<file path="config.mk">
export PLATFORM = sky130hd
export DESIGN_NAME = dms_updn_ctrl
export DESIGN_NICKNAME = d
export VERILOG_FILES = /design/src/rtl/dms_pll_pkg.sv /design/src/rtl/dms_sync_edge.sv /design/src/rtl/dms_updn_ctrl.sv
export SDC_FILE = /design/constraint.sdc
export NUM_CORES = 1
export LEC_CHECK = 0
export ABC_AREA = 0
export ABC_CLOCK_PERIOD_IN_PS = 2500
export CAP_MARGIN = 20
export CORE_MARGIN = 4
export CORE_UTILIZATION = 54
export CTS_CLUSTER_DIAMETER = 80
export DETAILED_ROUTE_END_ITERATION = 10
export GPL_TIMING_DRIVEN = 0
export PLACE_DENSITY = 0.75
export SYNTH_ARGS = -nofsm -noshare
export SYNTH_HDL_FRONTEND = slang
export SYNTH_SLANG_ARGS = --single-unit
export TNS_END_PERCENT = 20
</file>
<file path="constraint.sdc">
create_clock -name clk -period 2.5 [get_ports clk]
set_input_delay 0.625 -clock clk [delete_from_list [all_inputs] [get_ports clk]]
set_output_delay 0.625 -clock clk [all_outputs]
set_load 0.1 [all_outputs]
</file>
<file path="src/rtl/dms_pll_pkg.sv">
// Shared defaults, types and arithmetic helpers for the all-digital
// up/down controller that replaces the charge-pump path of the DMS loop.
package dms_pll_pkg;

    localparam int DEF_CW        = 8;
    localparam int DEF_CTRL_INIT = 128;
    localparam int DEF_STEP      = 1;
    localparam int DEF_DIV_BASE  = 300;
    localparam int DEF_LOCK_CNT  = 16;
    localparam int DEF_LOCK_TOL  = 1;

    typedef logic [DEF_CW-1:0] ctrl_t;

    // Adds a signed delta and clamps the result to [0, max_val].
    function automatic int sat_add_sub(input int cur, input int delta, input int max_val);
        int sum;
        sum = cur + delta;
        if (sum > max_val) return max_val;
        if (sum < 0)       return 0;
        return sum;
    endfunction

endpackage

</file>
<file path="src/rtl/dms_sync_edge.sv">
// Two-flop synchronizer for an asynchronous PFD pulse, followed by a third
// flop that turns each synchronized rising edge into a one-cycle event.
module dms_sync_edge (
    input  logic clk,
    input  logic rst_n,
    input  logic din,
    output logic evt
);

    logic s1;
    logic s2;
    logic s3;

    // NOTE: non-blocking assignments make each flop take its predecessor's
    // pre-edge value, which is what builds the shift chain.
    always_ff @(posedge clk or negedge rst_n) begin
        if (!rst_n) begin
            s1 <= 1'b0;
            s2 <= 1'b0;
            s3 <= 1'b0;
        end else begin
            s1 <= din;
            s2 <= s1;
            s3 <= s2;
        end
    end

    assign evt = s2 & ~s3;

endmodule

</file>
<file path="src/rtl/dms_updn_ctrl.sv">
// Integrates synchronized PFD up/down events into a saturating control word,
// divides clk into the feedback clock, and flags lock when corrections thin out.
module dms_updn_ctrl
    import dms_pll_pkg::*;
#(
    parameter int CW        = DEF_CW,
    parameter int CTRL_INIT = DEF_CTRL_INIT,
    parameter int STEP      = DEF_STEP,
    parameter int DIV_BASE  = DEF_DIV_BASE,
    parameter int LOCK_CNT  = DEF_LOCK_CNT,
    parameter int LOCK_TOL  = DEF_LOCK_TOL
) (
    input  logic          clk,
    input  logic          rst_n,
    input  logic          up,
    input  logic          down,
    output logic [CW-1:0] ctrl_word,
    output logic          fbclk,
    output logic          locked
);

    localparam int NW       = $clog2(DIV_BASE + 1);
    localparam int GW       = $clog2(LOCK_CNT + 1);
    localparam int CTRL_MAX = (1 << CW) - 1;

    logic          up_evt;
    logic          dn_evt;
    logic          any_evt;
    logic [CW-1:0] ctrl_next;
    logic [NW-1:0] div_cnt;
    logic [NW-1:0] half_len;
    logic          div_wrap;
    logic          fb_rise;
    logic [1:0]    evt_cnt;
    logic [GW-1:0] good;
    logic [GW-1:0] good_next;

    dms_sync_edge u_sync_up (
        .clk   (clk),
        .rst_n (rst_n),
        .din   (up),
        .evt   (up_evt)
    );

    dms_sync_edge u_sync_dn (
        .clk   (clk),
        .rst_n (rst_n),
        .din   (down),
        .evt   (dn_evt)
    );

    assign any_evt = up_evt | dn_evt;

    // NOTE: the default assignment first guarantees every path drives
    // ctrl_next, so no latch is inferred.
    always_comb begin
        ctrl_next = ctrl_word;
        if (up_evt && !dn_evt)
            ctrl_next = CW'(sat_add_sub(int'(ctrl_word), STEP, CTRL_MAX));
        else if (dn_evt && !up_evt)
            ctrl_next = CW'(sat_add_sub(int'(ctrl_word), -STEP, CTRL_MAX));
    end

    always_ff @(posedge clk or negedge rst_n) begin
        if (!rst_n)
            ctrl_word <= CW'(CTRL_INIT);
        else
            ctrl_word <= ctrl_next;
    end

    // The half-period length reloads only at a toggle, so a control change
    // never shortens the half-period already in progress.
    assign div_wrap = (div_cnt == half_len - NW'(1));
    assign fb_rise  = div_wrap & ~fbclk;

    always_ff @(posedge clk or negedge rst_n) begin
        if (!rst_n) begin
            div_cnt  <= '0;
            half_len <= NW'(DIV_BASE - CTRL_INIT);
            fbclk    <= 1'b0;
        end else if (div_wrap) begin
            div_cnt  <= '0;
            half_len <= NW'(DIV_BASE - int'(ctrl_word));
            fbclk    <= ~fbclk;
        end else begin
            div_cnt  <= div_cnt + NW'(1);
        end
    end

    always_comb begin
        good_next = good;
        if (fb_rise) begin
            if (int'(evt_cnt) <= LOCK_TOL)
                good_next = (good == GW'(LOCK_CNT)) ? good : good + GW'(1);
            else
                good_next = '0;
        end
    end

    // An event landing in the toggle cycle belongs to the new period.
    always_ff @(posedge clk or negedge rst_n) begin
        if (!rst_n) begin
            evt_cnt <= 2'd0;
            good    <= '0;
            locked  <= 1'b0;
        end else begin
            if (fb_rise)
                evt_cnt <= {1'b0, any_evt};
            else if (any_evt && evt_cnt != 2'd3)
                evt_cnt <= evt_cnt + 2'd1;
            good   <= good_next;
            locked <= (good_next == GW'(LOCK_CNT));
        end
    end

endmodule

</file>
==> impl_metrics.toml, run 1 <==
[synth]
ys_ff_latch = 41
synth.area.top_cells = "dfrtp_1, ha_1, dfstp_2"
synth_top_area_share_pct = 34.7
seq_area_frac_synth_pct = 39.8
synth-async-reset-ratio_pct = 100
yosysWarnings = 0
synth-edff-count = 0
syn_nets = 307
syn_area_mm2 = 0.00259
yosysTopAreaCell = "dfrtp_1"
synth_most_common_cell = "dfrtp_1"
synth.top_cells.by_count = "dfrtp_1, nor2_1, nand2_1"
syn_inst = 291
synthDistinctLibCells = 57
synth_ff_type = "dfrtp_1"
avgSynthCellArea_um2 = 8.91

[sta]
slew_headroom_pct = 35.5
fin_skew_ns = 0.00302
hold_ws_ns = 0.226
hold_viol = 0
tightest_slew_ns = 0.965
drv_slew = 0
tns_ns = -0.151
finalCritPeriodShare_pct = 106
fin_crit_ns = 2.65
clock.fmax_mhz = 377
worst_slack_ns = -0.151
setup_viol = 1
rsz0062_at_grt = "true"

[setup_path]
crit_path_end_kind = "flip-flop"
slowest_delay_ns = 0.58
r2r_start = "half_len[7]$_DFFE_PN1N_"
worstRegToRegCells = 8
critPathLaunchType = "flip-flop"
path_depth = 8
slowest_stage = "dfstp_2"
crit_end = "locked$_DFF_PN0_"
required_ns = 2.71
cp_top_family = "simple AND/OR/NAND/NOR gates"
critPathLaunch = "half_len[7]$_DFFE_PN1N_"
rrSetupSlack_ns = -0.15
path_buf_inv = 1
cp.arrival_ns = 2.86
worst-setup-path-type = "flip-flop to flip-flop"
r2r-end = "locked$_DFF_PN0_"
path_cells = "xnor2_2 -> or4b_1 -> a21oi_2 -> and3b_1 -> buf_6 -> or3_4 -> or4_4 -> a211oi_2"
cp_max_fo = 8

[pwr]
total_power_mw = 2.48
p_int_mw = 1.34
ir_drop_mv = 0.730
power.density_mw_per_mm2 = 824
leakage_nw = 1.29
p_seq_share_pct = 33.0
switchingPower_mw = 1.14
p_comb_share_pct = 47.9
clockPowerShare_pct = 19.1
swShare_pct = 46.1

[route]
num_vias = 2151
finalWirelength_mm = 5.31
drtPass1Iterations = 4
vias_per_cell = 5.81
drtIter0Drc = 122
wire_per_inst_um = 14.3
drc_errors = 0
ant_nets = 0

[floorplan]
rows = 24
die_w_um = 77.3
start_util_pct = 57.6
chipHeight_um = 77.3
io_pins = 14
dieArea_mm2 = 0.00597
core_area_mm2 = 0.00450

[placement]
post_dp_cell_area_mm2 = 0.00282
dpl.cell_count = 357
dp_slack_ns = -0.391
detailed_place_hpwl_mm = 3.69
io_buffer_count = 13
gp_congestion = 0.889

[finish]
final_cells = 370
final_util_pct = 66.9
antenna_cells = 0
area_delta_synth_final_pct = 16.2
drive_gt1_share_pct = 13.5
stdcell_area_mm2 = 0.00301
final_nets = 333
nFillCells = 367

[global_route]
grt_pass1_vias = 1984
grt_pass1_wl_mm = 9.14
antenna_found_initial = 0
gr-total-overflow = 0
grt_max_degree = 29
grt_usage_pct = 18.8

[outcome]
violations = "setup timing"
status = "finished with violations"

[clock_network]
cts_root_buf = "clkbuf_8"
tritoncts = "yes"
cts_buffers = 5
htreeDepth = 2
cts.sinks = 41
clk_latency_ns = 0.29
cts_max_path_buffers = 2
clk_pin_slew_worst_paths_ns = 0.08

[worst_hold_path]
worstHoldPathType = "primary input to asynchronous set/reset pin"

[run]
drv_cap = 0
layer usage:
metal / share of wire (%) / up-vias / GRT usage (%)
met4: 0.83 / 0 / 4.80
met5: 0 / - / 0
met2: 49 / 48 / 31.7
li1: - / 1082 / -
met1: 46 / 1016 / 24.9
met3: 4.0 / 5 / 3.51
state kept, by name, summed over array words and instances (netlist names), 2 cells and up:
register and flops:
div_cnt 9, half_len 9, ctrl_word 8, good 5, evt_cnt 2
area by class of cell:
| cell class | count | area, µm² | share of cell area, % |
|---|---|---|---|
| plain buffers | 14 | 68.8 | 2.28 |
| clock buffers | 7 | 96.3 | 3.20 |
| clock inverters | 1 | 5.00 | 0.166 |
| inverters | 14 | 52.6 | 1.74 |
| multi-input cells | 222 | 1500 | 49.9 |
| flip-flops and latches | 41 | 1040 | 34.4 |
| well taps | 52 | 65.1 | 2.16 |
| repair buffers | 19 | 186 | 6.19 |
what timing repair did:
item / CTS / global route
hold buffers: 0 / 0
buffers inserted: 5 / 0
endpoints found under the hold margin: 0 / 0
setup endpoints to repair: 28 / 28
resized for setup: 9 / 14
cloned: 0 / 0
pin swaps: 2 / 1
cell families after synthesis:
group                      count (synthesis)  synth area share (%)
and+or+nand+nor                          117                  23.5
AOI/OAI and AO/OA                         64                  15.9
DFF                                       41                  39.8
buffers and inverters                     28                  4.34
xor gates and xnor gates                  25                  8.98
adders and majority gates                 12                  5.79
muxes                                      4                  1.69
power groups by stage:
stage | clock network (mW) | registers, mW | logic (mW)
global placement | 0 | 0.827 | 1.17
CTS | 0.492 | 0.816 | 1.18
finish | 0.475 | 0.818 | 1.19
floorplan | 0 | 1.17 | 0.579
detailed placement | 0 | 0.830 | 1.18
global route | 0.526 | 0.834 | 1.29
worst min-delay path by stage:
stage                           start                        to  slack, ns  cells after the start
5_1_grt                         rst_n      div_cnt[0]$_DFF_PN0_       0.25                      1
3_3_place_gp   u_sync_up.s1$_DFF_PN0_    u_sync_up.s2$_DFF_PN0_       0.33                      0
4_1_cts                         rst_n         good[2]$_DFF_PN0_       0.23                      1
2_1_floorplan                   rst_n  ctrl_word[0]$_DFFE_PN0P_       0.33                      0
6_report                        rst_n         good[2]$_DFF_PN0_       0.23                      1
3_5_place_dp   u_sync_up.s1$_DFF_PN0_    u_sync_up.s2$_DFF_PN0_       0.34                      0
cells in the final DEF (no fill, tap or decap), drive strengths merged, types with 3 or more instances in the layout:
master and count:
dfrtp 36, nor2 33, nand2 20, nand3 18, o21ai 18, clkbuf 18
a21oi 17, inv 14, xnor2 13, ha 12, xor2 11, buf 10
nor3 9, nand2b 6, clkdlybuf4s50 6, dfstp 5, or3 5, dlygate4sd2 4
o41ai 4, nor4 3, nor2b 3, o31ai 3, a22o 3, a31oi 3
nor3b 3, mux2 3
Power figures use the tool's default switching activity.
==> inputs of run 2 (changes only) <==
--- a/config.mk
+++ b/config.mk
@@ -7,3 +7,2 @@
 export LEC_CHECK = 0
-export ABC_AREA = 0
 export ABC_CLOCK_PERIOD_IN_PS = 2500
==> constraint.sdc (replaced) <==
create_clock -name clk -period 2.5 [get_ports clk]
set_input_delay 0.75 -clock clk [delete_from_list [all_inputs] [get_ports clk]]
set_output_delay 0.75 -clock clk [all_outputs]
set_load 0.1 [all_outputs]
==> run 2 against run 1 <==
Effect of this change: the run still ends with setup timing left; worst hold slack better by 0.12 ns; sequential power is 1% higher; routed wire length is 0.64% higher; via count hardly changed; register-to-register slack hardly changed; sequential share of layout area is 0.27 points higher; worst setup slack worse by 0.00087 ns; critical path type unchanged; combinational power is 3% lower; critical path depth stayed put; die area stayed put.
==> impl_metrics.toml, run 2 (same netlist as run 1, synthesis figures left out) <==
[floorplan]
chipHeight_um = 77.3
core_area_mm2 = 0.00450
start_util_pct = 57.6
dieArea_mm2 = 0.00597
rows = 24
io_pins = 14
die_w_um = 77.3

[pwr]
power.density_mw_per_mm2 = 823
p_comb_share_pct = 46.8
swShare_pct = 46.6
leakage_nw = 1.27
ir_drop_mv = 0.724
p_seq_share_pct = 33.7
switchingPower_mw = 1.15
clockPowerShare_pct = 19.4
p_int_mw = 1.31
total_power_mw = 2.46

[outcome]
status = "finished with violations"
violations = "setup timing"

[setup_path]
critPathLaunchType = "flip-flop"
slowest_delay_ns = 0.58
worstRegToRegCells = 8
slowest_stage = "dfstp_2"
crit_path_end_kind = "flip-flop"
critPathLaunch = "half_len[7]$_DFFE_PN1N_"
r2r-end = "locked$_DFF_PN0_"
worst-setup-path-type = "flip-flop to flip-flop"
crit_end = "locked$_DFF_PN0_"
required_ns = 2.71
rrSetupSlack_ns = -0.15
cp_max_fo = 8
path_cells = "xnor2_2 -> or4b_1 -> a21oi_2 -> and3b_1 -> buf_6 -> or3_4 -> or4_4 -> a211oi_2"
cp.arrival_ns = 2.86
r2r_start = "half_len[7]$_DFFE_PN1N_"

[worst_hold_path]
worstHoldPathType = "primary input to asynchronous set/reset pin"

[clock_network]
tritoncts = "yes"
cts_root_buf = "clkbuf_8"
cts_max_path_buffers = 2
cts.sinks = 41
cts_buffers = 5
clk_latency_ns = 0.29
cts_hold_buf = 0
htreeDepth = 2
clk_pin_slew_worst_paths_ns = 0.08

[placement]
dpl.cell_count = 357
io_buffer_count = 13
dp_slack_ns = -0.391
detailed_place_hpwl_mm = 3.69
gp_congestion = 0.889

[route]
finalWirelength_mm = 5.34
drc_errors = 0
ant_nets = 0
drtIter0Drc = 127
vias_per_cell = 5.83
wire_per_inst_um = 14.5
drtPass1Iterations = 4
num_vias = 2152

[run]
drv_cap = 0

[finish]
nFillCells = 373
final_nets = 332
final_cell_mix = "nor2_1, dfrtp_1, nand2_1"
top_regs = "div_cnt (9), half_len (9), ctrl_word (8)"
antenna_cells = 0
final_cells = 369
area_delta_synth_final_pct = 15.3
drive_gt1_share_pct = 13.2
final_util_pct = 66.4

[global_route]
antenna_found_initial = 0
grt_pass1_wl_mm = 9.15
grt_pass1_vias = 1979
gr-total-overflow = 0
grt_max_degree = 29
grt_usage_pct = 18.9

[sta]
fin_skew_ns = 0.00216
setup_viol = 1
rsz0062_at_grt = "true"
slew_headroom_pct = 36.3
hold_ws_ns = 0.350
clock.fmax_mhz = 377
fin_crit_ns = 2.65
worst_slack_ns = -0.152
drv_slew = 0
finalCritPeriodShare_pct = 106
tightest_slew_ns = 0.960
hold_viol = 0
-- run 2: changes by cell type in the layout (fill, tap and decap cells not counted) --
cell | before | now
clkbuf_2 | 1 | 0
clkdlybuf4s50_1 | 6 | 2
dlygate4sd2_1 | 4 | 10
dlymetal6s2s_1 | 2 | 0
nor3_2 | 0 | 1
nor3_4 | 2 | 1
-- run 2: worst min-delay path by stage --
| stage | start | endpoint | slack, ns | cells past startpoint |
|---|---|---|---|---|
| after floorplan | u_sync_dn.s1$_DFF_PN0_ | u_sync_dn.s2$_DFF_PN0_ | 0.33 | 0 |
| after global placement | u_sync_up.s1$_DFF_PN0_ | u_sync_up.s2$_DFF_PN0_ | 0.33 | 0 |
| after detailed placement | u_sync_up.s1$_DFF_PN0_ | u_sync_up.s2$_DFF_PN0_ | 0.34 | 0 |
| after CTS | rst_n | good[2]$_DFF_PN0_ | 0.36 | 1 |
| after global routing | rst_n | div_cnt[0]$_DFF_PN0_ | 0.38 | 1 |
| final | rst_n | good[2]$_DFF_PN0_ | 0.35 | 1 |
-- run 2: repair_timing --
item / 4_1_cts / 5_1_grt
setup endpoints to repair: 34 / 25
resized for setup: 14 / 11
buffers inserted: 5 / 0
gates cloned: 0 / 0
pin swaps: 3 / 1
-- run 2: area by class of cell --
type	instances	area [µm²]	share of cell area, %
Buffer	13	63.8	2.13
Clock buffer	7	96.3	3.22
Clock inverter	1	5.00	0.167
Inverter	14	52.6	1.76
Multi-Input combinational cell	222	1500	50.1
Sequential cell	41	1040	34.7
Tap cell	52	65.1	2.18
Timing Repair Buffer	19	174	5.82
-- run 2: power by group through the flow --
stage | Sequential, mW | Combinational (mW) | Clock (mW)
2_1_floorplan | 1.17 | 0.579 | 0
3_3_place_gp | 0.827 | 1.17 | 0
3_5_place_dp | 0.830 | 1.18 | 0
4_1_cts | 0.815 | 1.16 | 0.492
5_1_grt | 0.844 | 1.25 | 0.526
6_report | 0.830 | 1.15 | 0.478
-- run 2: stage by stage --
step / area (µm²) / TNS [ns]
floorplan: 2610 / -0.0454
global placement: 2800 / -18.81
detailed placement: 2820 / -6.87
CTS: 2970 / -0.160
global route: 2990 / -0.644
finish: 2990 / -0.152
-- run 2: critical path, delay by kind of cell, from the launching register on --
family | cells | cell delay (ns)
buf+inv | 1 | 0.13
flops | 1 | 0.58
xor+xnor | 1 | 0.09
compound gates | 2 | 0.30
simple gates | 4 | 1.47
-- run 2: layer usage --
| layer | track usage (%) | share of wire, % | up-vias |
|---|---|---|---|
| li1 | - | - | 1085 |
| met1 | 25.1 | 47 | 1028 |
| met2 | 31.6 | 49 | 32 |
| met3 | 3.51 | 3.1 | 7 |
| met4 | 4.80 | 0.86 | 0 |
| met5 | 0 | 0 | - |
